===== src/rtl/cordic_issue_scheduler.sv =====
// Issue controller for the HCORDIC iteration datapath: instruction FIFO, launch/retire FSM, iteration counter.
// Define SCHED_TIMEOUT_EN to compile in the MAX_ITER watchdog (forced retirement with retire_timeout=1).
module cordic_issue_scheduler #(
  parameter int DEPTH    = 4,
  parameter int MAX_ITER = 32
) (
  input  logic                   clock,
  input  logic                   reset,
  input  logic                   fetch_valid,
  input  logic [7:0]             fetch_tag,
  input  logic [1:0]             fetch_mode,
  input  logic                   fetch_operation,
  output logic                   fetch_ready,
  input  logic                   ALU_done,
  input  logic                   converge,
  output logic                   load,
  output logic [7:0]             load_tag,
  output logic [1:0]             load_mode,
  output logic                   load_operation,
  output logic                   force_converge,
  output logic                   retire_valid,
  output logic [7:0]             retire_tag,
  output logic                   retire_timeout,
  output logic [5:0]             iter_count,
  output logic [$clog2(DEPTH):0] fifo_count,
  output logic                   busy,
  output logic                   protocol_err
);
  localparam int AW = $clog2(DEPTH);
  localparam int CW = AW + 1;
`ifdef SCHED_TIMEOUT_EN
  localparam logic WD_EN = 1'b1;
`else
  localparam logic WD_EN = 1'b0;
`endif
  localparam logic [5:0]    ITER_LIMIT = 6'(MAX_ITER - 1);
  localparam logic [5:0]    ITER_SAT   = 6'd63;
  localparam logic [CW-1:0] FULL_COUNT = CW'(DEPTH);

  typedef enum logic [1:0] {
    S_IDLE   = 2'd0,
    S_ISSUE  = 2'd1,
    S_RUN    = 2'd2,
    S_RETIRE = 2'd3
  } state_t;

  state_t        r_state;
  state_t        w_next_state;
  logic [10:0]   r_mem [DEPTH];
  logic [AW-1:0] r_wr_ptr;
  logic [AW-1:0] r_rd_ptr;
  logic [CW-1:0] r_count;
  logic [5:0]    r_iter;
  logic [7:0]    r_inflight_tag;
  logic          r_timeout;
  logic          r_err;
  logic          w_push;
  logic          w_pop;
  logic          w_in_run;
  logic          w_done_ok;
  logic          w_wd_fire;
  logic [10:0]   w_head;

  // A full FIFO refuses fetch even while ISSUE is popping the head.
  assign fetch_ready = (r_count != FULL_COUNT);
  assign w_push      = fetch_valid & fetch_ready;
  assign w_pop       = (r_state == S_ISSUE);
  assign w_head      = r_mem[r_rd_ptr];
  assign w_in_run    = (r_state == S_RUN);
  assign w_done_ok   = w_in_run & ALU_done & converge;
  assign w_wd_fire   = WD_EN & w_in_run & ALU_done & ~converge & (r_iter == ITER_LIMIT);

  always_ff @(posedge clock) begin
    if (w_push) begin
      r_mem[r_wr_ptr] <= {fetch_tag, fetch_mode, fetch_operation};
    end
  end

  always_ff @(posedge clock) begin
    if (reset) begin
      r_wr_ptr <= '0;
      r_rd_ptr <= '0;
      r_count  <= '0;
    end else begin
      if (w_push) begin
        r_wr_ptr <= r_wr_ptr + AW'(1);
      end
      if (w_pop) begin
        r_rd_ptr <= r_rd_ptr + AW'(1);
      end
      case ({w_push, w_pop})
        2'b10:   r_count <= r_count + CW'(1);
        2'b01:   r_count <= r_count - CW'(1);
        default: r_count <= r_count;
      endcase
    end
  end

  always_comb begin
    w_next_state = r_state;
    case (r_state)
      S_IDLE:   w_next_state = (r_count != '0) ? S_ISSUE : S_IDLE;
      S_ISSUE:  w_next_state = S_RUN;
      S_RUN:    w_next_state = (w_done_ok | w_wd_fire) ? S_RETIRE : S_RUN;
      S_RETIRE: w_next_state = (r_count != '0) ? S_ISSUE : S_IDLE;
      default:  w_next_state = S_IDLE;
    endcase
  end

  always_ff @(posedge clock) begin
    if (reset) begin
      r_state        <= S_IDLE;
      r_iter         <= '0;
      r_inflight_tag <= '0;
      r_timeout      <= 1'b0;
      r_err          <= 1'b0;
    end else begin
      r_state <= w_next_state;
      if (w_pop) begin
        r_iter         <= '0;
        r_inflight_tag <= w_head[10:3];
        r_timeout      <= 1'b0;
      end else begin
        if (w_in_run & ALU_done & ~converge & (r_iter != ITER_SAT)) begin
          r_iter <= r_iter + 6'd1;
        end
        if (w_wd_fire) begin
          r_timeout <= 1'b1;
        end
      end
      // A completion with nothing in flight is a datapath protocol violation; sticky until reset.
      if (ALU_done & ~w_in_run) begin
        r_err <= 1'b1;
      end
    end
  end

  assign load           = (r_state == S_ISSUE);
  assign load_tag       = load ? w_head[10:3] : 8'd0;
  assign load_mode      = load ? w_head[2:1]  : 2'd0;
  assign load_operation = load ? w_head[0]    : 1'b0;
  assign retire_valid   = (r_state == S_RETIRE);
  assign retire_timeout = retire_valid & r_timeout;
  assign force_converge = retire_valid & r_timeout;
  assign retire_tag     = r_inflight_tag;
  assign iter_count     = r_iter;
  assign fifo_count     = r_count;
  assign busy           = (r_state != S_IDLE);
  assign protocol_err   = r_err;
endmodule


===== config.mk =====
export PLATFORM = sky130hd
export DESIGN_NAME = cordic_issue_scheduler
export DESIGN_NICKNAME = d
export VERILOG_FILES = /design/src/rtl/cordic_issue_scheduler.sv
export SDC_FILE = /design/constraint.sdc
export NUM_CORES = 1
export LEC_CHECK = 0
export CAP_MARGIN = 20
export CORE_MARGIN = 5
export CORE_UTILIZATION = 52
export CTS_BUF_LIST = sky130_fd_sc_hd__clkbuf_4 sky130_fd_sc_hd__clkbuf_8 sky130_fd_sc_hd__clkbuf_16
export DETAILED_ROUTE_END_ITERATION = 12
export PLACE_DENSITY = 0.88
export SLEW_MARGIN = 15
export SYNTH_ARGS = -nofsm -noshare
export SYNTH_HDL_FRONTEND = slang
export SYNTH_SLANG_ARGS = --single-unit

===== constraint.sdc =====
create_clock -name clock -period 2.5 [get_ports clock]
set_clock_uncertainty 0.15 [all_clocks]
set_input_delay 0.5 -clock clock [delete_from_list [all_inputs] [get_ports clock]]
set_output_delay 0.5 -clock clock [all_outputs]
set_load 0.01 [all_outputs]

# After elaboration in Yosys (flattened, before gate mapping)
# Memories as Yosys holds them, arrays and structs flattened. A register that Yosys moved wholly into a read port is not among the register bits.
# Cells that the tools add are included.
# classes
addsub	5
mul	0
div_mod_pow	0
magnitude_cmp	0
n_eq_ne	7
n_shift	0
muxes	11
bitwise	8
n_reduce_logical	6
# op_table
cell	n
two-way mux 8 bit	1
adder 6 x 1 -> 6 bit, second input constant	1
AND 1 bit	6
== test 2 bit, second input constant	3
two-way mux 2 bit	3
!= test 6 bit, second input constant	1
one-hot mux 2 bit (3 select lines)	1
one-hot mux 3 bit (2 select lines)	1
two-way mux 1 bit	5
adder 2 x 1 -> 2 bit, second input constant	2
== test 2 x 1 -> 1 bit, second input constant	2
nonzero test 2 bit	2
OR reduction 2 bit	2
adder 3 x 1 -> 3 bit, second input constant	1
!= test 3 bit, second input constant	1
nonzero test 3 bit	1
subtractor 3 x 1 -> 3 bit, second input constant	1
logical NOT 2 bit	1
NOT 1 bit	2
# word_totals
reg_bits	24
latch_bits	0
ram_bits	44
mem_bits_ro	0
input_bits	16
out_inout_bits	35
mem_count	1
# memory_table
name	words	word_bits	rd	rd_ports_with_merged_regs	write_ports	line_no	source
r_mem	4	11	1	1	1	49	logic [10:0] r_mem [DEPTH];

# Depth between registers and ports, before layout
# depth
depth_word	5
mapped_depth	9
ltp_nobuf	8

# Least setup slack after synthesis
# No wires, ideal clock.
# synth_timing
path_type	register to register
startpoint	reg r_count[2], in the netlist fifo_count[2]
endpoint	reg r_count[2], in the netlist fifo_count[2]
setup_time_ps	70
t_arrival_ps	2111
path_slack_ps	170
path_stages_with_launch	10
n_path_buf	1
path_cell_list	dfxtp_1 > or3b_1 > buf_6 > nand2_1 > ha_1 > inv_1 > fa_1 > xor2_1 > or3_1 > a21oi_1
# synth_between
elab_chain_cells	4
# synth_lines
element	line_no	source
start: declaration	52	logic [CW-1:0] r_count;
start signal: assignment	92	2'b10: r_count <= r_count + CW'(1);
start signal: assignment	93	2'b01: r_count <= r_count - CW'(1);
start signal: assignment	94	default: r_count <= r_count;
!= test 3 bit *	65	assign fetch_ready = (r_count != FULL_COUNT);
named net fetch_ready	13	output logic fetch_ready,
AND 1 bit *	66	assign w_push = fetch_valid & fetch_ready;
== test 2 x 1 -> 1 bit / == test 2 bit (equally long branches)	91	case ({w_push, w_pop})
one-hot mux 3 bit (2 select lines) / nonzero test 2 bit (equally long branches)	-	
# Mark *: on every way through the listed nets, which the timed path passes. The rest lies on a longest branch.
# A chain may end at the register's enable or synchronous reset.

==> metrics.cfg <==
[status]
status=completed

[timing]
setup_ws_ns=0.0362
hold_slack_ns=0.344
setup_viol=0
min_period_ns=2.46
drv_slew=0
tns_ns=0
grt_setup_unrepaired=no
post-route-period-util=0.986
fmax_ghz=0.406
hold_viol_final=0

[logic_synthesis]
ys_types=38
synth_cells=200
synth_top_family_by_area=multiplexers
synth_mux_area_frac=0.125
async_reset_ff_frac=0
seq_area_frac_synth=0.634
yosysWarningCount=0
syn_avg_cell_area_um2=14.5
synth-main-ff-cell=edfxtp_1
synth_compound_area_frac=0.0414
netlist_area_mm2=0.00290
synthAdderAreaFrac=0.0500
synth_edf_count=44
synth_simple_gate_area_frac=0.102
synth_xor_area_frac=0.0121
ys_ff_latch=70

[global_route]
antenna_found_initial=0
grt_first_pass_wirelength_um=8480
grt_max_degree=26
grt_pass1_vias=1735
track_usage=0.155
grt-ovfl-total=0

[setup_path]
cp.buffers_inverters=2
worst-endpoint-required_ns=1.85
path_class=flop to primary output
worstSetupStartpointType=flop
critPathCaptureType=primary output
cpPeakStageDelay_ns=0.49
path_cells=clkbuf_16 > mux4_2 > and2_1 > dlygate4sd2_1
crit_fanout=5
cp_top_family=multiplexers
cp.arrival_ns=1.81
cp_slowest_cell=mux4_2

[cts]
cts_buffers=9
clock_path_buffers=2
cts_root_buffer=clkbuf_8
cts_tree=done
h-tree-depth=3
clock_sinks=70
hold_buffers=0
clk_latency_ns=0.34
cts.clk_slew.worst_paths_ns=0.08

[final_layout]
final_cell_mix=44 x edfxtp_1, 37 x clkdlybuf4s50_1, 25 x dfxtp_1
layout_commonest_cell=edfxtp_1
finalNetCount=288
drive_gt1_frac=0.180
n_antenna_cell=0
final_cell_area_mm2=0.00373
area_growth_syn_to_layout_pct=28.6

[floorplanning]
rows=27
io_pins=51
start_util=0.531
dieWidth_um=84.7
die_area_mm2=0.00718
die_h_um=84.7
core_mm2=0.00547

[job]
cap_violations=0

[place]
globalplace.congestion=0.714
io_buffers=48
hpwl_um=3690
post-place-ws_ns=0.0791
post_dp_cell_area_mm2=0.00350

[power_and_ir_drop]
power_density_mw_per_mm2=890
finalPower_mw=3.32
ir_drop_v=0.000413
power_leakage_nw=1.34

[drt]
finalWirelength_um=5410
first_pass_iters=4
ant_nets=0
drc=0
wl_per_cell_um=16.0
vias_per_cell=5.21
via_count=1760
drt_iter0_markers=115

[hold_path]
worstHoldPathType=flop to flop

report_power, final:
group / internal (mW) / switching, mW
sequential: 1.38 / 0.0891
clock: 0.468 / 0.415
combinational: 0.550 / 0.425
total: 2.39 / 0.929
synth_stat cells (2+ instances only):
cell / number / area, um^2
edfxtp_1: 44 / 1320
dfxtp_1: 26 / 521
nor2_1: 17 / 63.8
and2_1: 11 / 68.8
mux2i_1: 11 / 110
ha_1: 10 / 125
mux4_2: 10 / 225
inv_1: 9 / 33.8
nand2_1: 6 / 22.5
a21oi_1: 5 / 25.0
a311oi_1: 4 / 35.0
and3_2: 4 / 30.0
nand3_1: 4 / 20.0
buf_2: 3 / 15.0
or3_1: 3 / 18.8
xor2_1: 3 / 26.3
a21o_1: 2 / 15.0
a41oi_1: 2 / 17.5
and3_1: 2 / 12.5
buf_1: 2 / 7.51
buf_4: 2 / 15.0
buf_6: 2 / 22.5
clkbuf_1: 2 / 7.51
nor2b_1: 2 / 12.5
timing repair:
action,in CTS,in global routing
endpoints found under the hold margin,0,0
buffers inserted,1,2
pin swaps,1,0
cloned,0,1
gates resized for setup,20,11
endpoints found under the setup margin,11,7
final timing paths:
kind	startpoint	to	slack, ns	cells past startpoint
worst max register to register	fifo_count[2]$_SDFFE_PP0P_	fifo_count[2]$_SDFFE_PP0P_	0.19	8
worst min register to register	retire_tag[2]$_SDFFE_PP0N_	retire_tag[2]$_SDFFE_PP0N_	0.34	2
worst max-delay path	flop	load_operation	0.04	4
worst min-delay path	retire_tag[2]$_SDFFE_PP0N_	retire_tag[2]$_SDFFE_PP0N_	0.34	2
routing by layer:
layer  vias up  track usage  wire length [um]
met1       851        0.186              2290
li1        852            -                 -
met4         0       0.0777               132
met2        42        0.256              2750
met3        15       0.0412               241
met5         -            0                 0
flip-flops by register name, indices dropped and copies added (netlist names), named ones only:
| register | cells |
|---|---|
| retire_tag | 8 |
| r_state | 2 |
| r_mem | 44 |
| fifo_count | 3 |
| r_rd_ptr | 2 |
| protocol_err | 1 |
| iter_count | 6 |
| r_wr_ptr | 2 |
final cells by class:
| class | instances | area, um^2 |
|---|---|---|
| clock buffers | 10 | 131 |
| clock inverters | 6 | 61.3 |
| fillers | 355 | 1740 |
| inverters | 9 | 33.8 |
| multi-input cells | 111 | 966 |
| flip-flops and latches | 70 | 1850 |
| well taps | 72 | 90.1 |
| repair buffers | 60 | 606 |
through the flow:
stage | std cells | utilization
floorplan | 201 | -
global route | 338 | 0.682
CTS | 335 | 0.673
finish | 338 | 0.682
global placement | 318 | 0.639
detailed placement | 318 | 0.639
tightest hold or removal path: stages, from the launching register on:
cell     delay [ns]
dfxtp_1        0.33
mux2i_1        0.07
nor2_1         0.07
kinds of logic (layout without fill, tap and decap cells):
logic type	count (synthesis)	count (layout)
buf+inv	20	85
xor+xnor	4	4
flops	70	70
other cells	1	2
mux	22	22
fa+ha+maj	11	11
simple gates	55	55
compound gates	17	17
Power figures use the tool's default switching activity.
